$ cat config.mk
export PLATFORM = sky130hd
export DESIGN_NAME = if_id_queue
export DESIGN_NICKNAME = d
export VERILOG_FILES = /design/src/rtl/if_id_queue.sv
export SDC_FILE = /design/constraint.sdc
export NUM_CORES = 1
export LEC_CHECK = 0
export CAP_MARGIN = 15
export CORE_MARGIN = 4
export CORE_UTILIZATION = 50
export DETAILED_ROUTE_END_ITERATION = 8
export PLACE_DENSITY = 0.84
export SLEW_MARGIN = 20
export SYNTH_ARGS = -nofsm -noshare
export SYNTH_HDL_FRONTEND = slang
export SYNTH_SLANG_ARGS = --single-unit
$ cat constraint.sdc
create_clock -name clk -period 5.6 [get_ports clk]
set_clock_uncertainty 0.15 [all_clocks]
set_input_delay 1.4 -clock clk [delete_from_list [all_inputs] [get_ports clk]]
set_output_delay 1.4 -clock clk [all_outputs]
set_load 0.05 [all_outputs]
$ cat src/rtl/if_id_queue.sv
// IF/ID instruction queue: DEPTH-entry FIFO between fetch and decode with
// valid/ready handshakes on both sides and a synchronous flush for redirects.
module if_id_queue #(
  parameter int unsigned       ADDR_W      = 32,
  parameter int unsigned       INST_W      = 32,
  parameter int unsigned       DEPTH       = 4,
  parameter logic [INST_W-1:0] BUBBLE_INST = 32'h00000013
) (
  input  logic                     clk,
  input  logic                     rst,
  input  logic [ADDR_W-1:0]        pc_i,
  input  logic [INST_W-1:0]        inst_i,
  input  logic                     valid_i,
  output logic                     ready_o,
  input  logic                     flush_i,
  output logic [ADDR_W-1:0]        pc_o,
  output logic [INST_W-1:0]        inst_o,
  output logic                     valid_o,
  input  logic                     ready_i,
  output logic [$clog2(DEPTH):0]   count_o
);

  localparam int unsigned    PW       = $clog2(DEPTH);
  localparam int unsigned    CW       = PW + 1;
  localparam int unsigned    EW       = ADDR_W + INST_W;
  localparam logic [CW-1:0]  FULL_CNT = CW'(DEPTH);

  logic [EW-1:0] r_mem [DEPTH];
  logic [PW-1:0] r_rd_ptr;
  logic [PW-1:0] r_wr_ptr;
  logic [CW-1:0] r_cnt;

  logic          w_full;
  logic          w_empty;
  logic          w_push;
  logic          w_pop;
  logic [EW-1:0] w_head;

  assign w_full  = (r_cnt == FULL_CNT);
  assign w_empty = (r_cnt == '0);
  // ready_o deliberately ignores ready_i: a full queue never accepts, even on a pop.
  assign w_push  = valid_i & ~w_full;
  assign w_pop   = ~w_empty & ready_i;
  assign w_head  = r_mem[r_rd_ptr];

  assign ready_o = ~w_full;
  assign valid_o = ~w_empty;
  assign count_o = r_cnt;

  always_comb begin
    pc_o   = '0;
    inst_o = BUBBLE_INST;
    if (!w_empty) begin
      pc_o   = w_head[EW-1:INST_W];
      inst_o = w_head[INST_W-1:0];
    end
  end

  // Storage needs no reset; entries are only visible once counted by r_cnt.
  always_ff @(posedge clk) begin
    if (w_push && !flush_i) begin
      r_mem[r_wr_ptr] <= {pc_i, inst_i};
    end
  end

  always_ff @(posedge clk or posedge rst) begin
    if (rst) begin
      r_rd_ptr <= '0;
      r_wr_ptr <= '0;
      r_cnt    <= '0;
    end else if (flush_i) begin
      r_rd_ptr <= '0;
      r_wr_ptr <= '0;
      r_cnt    <= '0;
    end else begin
      if (w_push) begin
        r_wr_ptr <= r_wr_ptr + PW'(1);
      end
      if (w_pop) begin
        r_rd_ptr <= r_rd_ptr + PW'(1);
      end
      if (w_push && !w_pop) begin
        r_cnt <= r_cnt + CW'(1);
      end else if (w_pop && !w_push) begin
        r_cnt <= r_cnt - CW'(1);
      end
    end
  end

endmodule

==> impl_metrics.toml, run 1 <==
[placed_design]
io_buffers = 137
place.gp.congestion = 0.730
hpwl_um = 11000
place_ws_ns = 1.30

[final_layout]
diodes = 0
layout_common_cells = "256 x edfxtp_1, 137 x clkdlybuf4s50_1, 64 x mux4_2"
area_growth_pct = 23.6
final_layout_size_suffix_gt1_share_pct = 17.1
final_common_cell = "edfxtp_1"
layout.nets = 684

[floorplan]
die_h_um = 151
die-area_um2 = 22800
core_um2 = 20200
start_util_pct = 50.7
rows = 52
io_pins = 138
die_w_um = 151

[grt]
grt_antenna_before_repair = 0
grt_max_degree = 66
grt_pass1_vias = 5214
grt_use_total_pct = 16.8
grt_overflow = 0
grt_pass1_wl_um = 29400

[route]
drt_iter0_markers = 325
top_layer = "met4"
vias = 4875
wl_met2_um = 9740
wl_met3_um = 1260
detail-route-antenna-nets = 0
drt-met1-wl_um = 7710
drt_pass1_iterations = 4
drc = 0
wire_per_inst_um = 21.2
viasPerCell = 5.44
drt-total-wl_um = 19000

[clock_tree]
postCtsSetupBuffers = 0
hold_buffers = 0
post_cts_resize_count = 0
htreeDepth = 1
clock-sinks = 263
cts.reportedPaths.clkPinSlew_ns = 0.06
numCtsBuffers = 26
clk_latency_ns = 0.51
cts_tree = "yes"
cts_root_buf = "clkbuf_16"
cts_buffer_depth = 3

[power]
powerDensity_nw_per_um2 = 522
total_power_mw = 6.59
peakVddDrop_uv = 392
p_leak_nw = 4.03

[setup_path]
crit_chain = "buf_12 > mux4_2 > and2_1 > clkdlybuf4s50_1"
required_ns = 4.05
reg2reg_setup_slack_ns = 3.01
crit_path_end = "pc_o[9]"
path_class = "reg -> out"
path_depth = 4
path_buf_inv = 2
cp_slowest_stage_delay_ns = 0.88
end_kind = "primary output"
r2r_cells = 7
rr_endpoint = "count_o[2]"
cp_top_family = "buffers and inverters"
cp_slowest_cell = "dfrtp_4"
crit_path_start = "r_rd_ptr[0]"
start_kind = "flop"
cp.arrival_ns = 3.21
r2r-start = "count_o[1]"
cp_max_fo = 34

[timing]
grt_setup_unrepaired = "false"
hold_viol_final = 0
max_slew.worst_pin.slew_ns = 0.998
worst_slack_ns = 0.841
finalSetupViolCount = 0
slew_headroom_pct = 33.5
drv_slew = 0
finalCritPeriodShare_pct = 85.0
fmax_mhz = 210
final.setup.tns_ns = 0
period_minus_slack_ns = 4.76

[synthesis]
synth-async-reset-ratio_pct = 2.66
ys_seq_area_share_pct = 77.0
synth-edff-count = 256
syn_nets = 543
yosysUniqueCellTypes = 35
netlist_area_um2 = 10200
synth-seq-cells = 263
ys_warn_count = 0
synth_cells = 469
synthFlopType = "edfxtp_1"
syn_area_per_cell_um2 = 21.8

[run]
drv_cap = 0

[worst_hold_path]
hold_path_class = "reg -> reg"

[status]
run_status = "finished, final reports clean"
## area by class of cell
class,instances,area [um2]
clock buffers,31,691
clock inverters,13,120
fillers,1393,7550
inverters,10,37.5
multi-input cells,171,2170
flip-flops and latches,263,7870
well taps,270,338
repair buffers,138,1390
## per-layer routing
layer,vias up,GRT usage [%]
met3,25,3.47
met5,-,0
met2,164,28.5
met1,2513,23.1
li1,2173,-
met4,0,3.22
## logic make-up after synthesis
logic type / Yosys count / share of synthesized area, %
DFF: 263 / 77.0
muxes: 66 / 14.3
AOI/OAI and AO/OA: 16 / 1.13
xor gates and xnor gates: 2 / 0.171
buffers and inverters: 35 / 1.85
adders and majority gates: 5 / 0.686
and+or+nand+nor: 82 / 4.89
## worst min-delay path by stage
stage,to,cells after the start,startpoint,slack (ns)
floorplan,r_wr_ptr[0],2,r_wr_ptr[0],0.41
global placement,r_wr_ptr[0],2,r_wr_ptr[0],0.42
detailed placement,r_wr_ptr[0],2,r_wr_ptr[0],0.44
CTS,r_wr_ptr[0],2,r_wr_ptr[0],0.44
global route,r_wr_ptr[1],2,r_wr_ptr[1],0.49
finish,r_wr_ptr[0],2,r_wr_ptr[0],0.44
## Yosys cell counts (all sizes together), types with 2 or more instances
master | count | area, um2
o21ai | 3 | 15.0
and2 | 65 | 407
edfxtp | 256 | 7690
dfrtp | 7 | 175
or2 | 3 | 18.8
clkbuf | 7 | 26.3
mux4 | 64 | 1440
nor3 | 2 | 15.0
o31ai | 2 | 15.0
a21oi | 2 | 10.0
inv | 10 | 37.5
xor2 | 2 | 17.5
buf | 18 | 125
nand3 | 2 | 10.0
ha | 4 | 50.1
nor2 | 7 | 26.3
## state kept, by name, summed over array words and instances (netlist names)
register,cells
r_mem,256
r_rd_ptr,2
r_wr_ptr,2
count_o,3
## where the power goes
part           internal [mW]  leakage, nW  total (mW)  switching (mW)
combinational          0.972         1.22        2.53            1.55
clock                  0.965        0.392        1.64           0.678
sequential              2.27         2.41        2.42           0.142
total                   4.21         4.03        6.59            2.37
## worst min-delay path: cells and delay by family (launching register included)
kind | cells | cell delay, ns
flip-flops | 1 | 0.40
AO/OA/AOI/OAI | 2 | 0.14
## stage by stage
| stage | hold slack [ns] | area [um2] | cells | utilization, % |
|---|---|---|---|---|
| 2_1_floorplan | 0.407 | 10200 | 469 | - |
| 3_3_place_gp | 0.423 | 11800 | 852 | 58.6 |
| 3_5_place_dp | 0.436 | 11800 | 852 | 58.6 |
| 4_1_cts | 0.444 | 12600 | 896 | 62.6 |
| 5_1_grt | 0.493 | 12600 | 896 | 62.6 |
| 6_report | 0.437 | 12600 | 896 | 62.6 |
Note: power is estimated with default switching activity, not from simulation.
==> run 2, diff against run 1 <==
Settings changed: CORE_UTILIZATION 50 to 49, PLACE_DENSITY 0.84 to 0.85.
Clock period 5.6 ns to 4.2 ns, I/O delays scaled along.
==> impl_metrics.toml, run 2 (synthesis gave the netlist of run 1 again) <==
[status]
run_status = "finished, final reports clean"

[power]
powerDensity_nw_per_um2 = 690
p_leak_nw = 4.09
total_power_mw = 8.80
peakVddDrop_uv = 576

[final_layout]
n_fill_cell = 1352
largest_register_ff_count = 256
regMostFlops = "r_mem"
seq_area_um2 = 7870
fin_cells = 912
final_common_cell = "edfxtp_1"
multiInputGateArea_um2 = 2180
diodes = 0
postLayoutCoreUtil_pct = 62.6
area_growth_pct = 24.7
layout_common_cells = "256 x edfxtp_1, 136 x clkdlybuf4s50_1, 64 x mux4_2"
final_layout_size_suffix_gt1_share_pct = 18.4
layout.nets = 696
final_area_um2 = 12700

[route]
drt_iter0_markers = 282
drc = 0
detail-route-antenna-nets = 0
drt_pass1_iterations = 4
viasPerCell = 5.50
drt-total-wl_um = 19300
vias = 5018
wire_per_inst_um = 21.1

[grt]
grt_use_total_pct = 16.5
gr-usage-met3_pct = 3.24
grt_max_degree = 40
grt_overflow = 0
grt_pass1_vias = 5386
top_usage_layer = "met2"
grt_antenna_before_repair = 0
grt_pass1_wl_um = 30500
gr-usage-met2_pct = 28.7
use_met1_pct = 21.4

[timing]
worst_slack_ns = 0.219
drv_slew = 0
finalSetupViolCount = 0
period_minus_slack_ns = 3.98
finalCritPeriodShare_pct = 94.8
holdWs_ns = 0.471
slew_headroom_pct = 58.6
grt_setup_unrepaired = "false"
hold_viol_final = 0
fmax_mhz = 251
max_slew.worst_pin.slew_ns = 0.622
final.setup.tns_ns = 0

[floorplan]
rows = 52
core_um2 = 20400
die_w_um = 152
io_pins = 138
start_util_pct = 50.2
die_h_um = 152
die-area_um2 = 23200

[setup_path]
r2r_cells = 7
start_kind = "flop"
cp_max_fo = 24
cp_slowest_cell = "clkdlybuf4s50_1"
cp.arrival_ns = 2.78
required_ns = 3.00
crit_chain = "buf_4 > mux4_2 > and2_1 > clkdlybuf4s50_1"
end_kind = "primary output"
path_class = "reg -> out"
cp_slowest_stage_delay_ns = 0.71

[clock_tree]
clock-sinks = 263
htreeDepth = 1
cts_root_buf = "clkbuf_16"
cts_tree = "yes"
numCtsBuffers = 26
hold_buffers = 0
cts_buffer_depth = 3
clk_latency_ns = 0.51
cts.reportedPaths.clkPinSlew_ns = 0.06

[placed_design]
dp.cells = 864
io_buffers = 137
place.gp.congestion = 0.749
place_area_um2 = 11900
hpwl_um = 11800
place_ws_ns = 0.517

[run]
drv_cap = 0

[worst_hold_path]
hold_path_class = "reg -> reg"
hold_path_depth = 2
[run 2: worst max-delay path: cells and delay by family, from the launching register on]
kind / cells / cell delay [ns]
muxes: 1 / 0.34
and+or+nand+nor: 1 / 0.19
DFF: 1 / 0.68
buffers and inverters: 2 / 1.04
[run 2: what timing repair did]
item / CTS / global route
endpoints found under the hold margin: 0 / 0
gates resized for setup: 1 / 1
pin swaps: 0 / 0
buffers inserted: 0 / 0
setup endpoints to repair: 25 / 31
[run 2: worst paths after layout]
check	end	slack [ns]	start
max	inst_o[20]	0.22	r_rd_ptr[1]
min	r_wr_ptr[0]	0.47	r_wr_ptr[0]
max reg2reg	count_o[2]	1.57	count_o[2]
min reg2reg	r_wr_ptr[0]	0.47	r_wr_ptr[0]
max in group asynchronous	r_rd_ptr[1]	3.04	rst
min in group asynchronous	count_o[1]	0.62	rst
[run 2: power breakdown]
part,internal [mW],switching [mW]
logic,1.36,2.20
clock network,1.24,0.875
registers,3.03,0.0912
total,5.63,3.17
[run 2: metal layers]
layer	up-vias	share of wire [%]
met5	-	0
met2	210	52
met4	0	2.3
li1	2201	-
met1	2571	39
met3	36	6.5
[run 2: cell type report]
type	count	share of cell area (%)
clock buffers	38	5.63
clock inverters	10	0.530
repair buffers	150	12.0
multi-input cells	171	17.1
well taps	270	2.65
flip-flops and latches	263	61.8
inverters	10	0.314
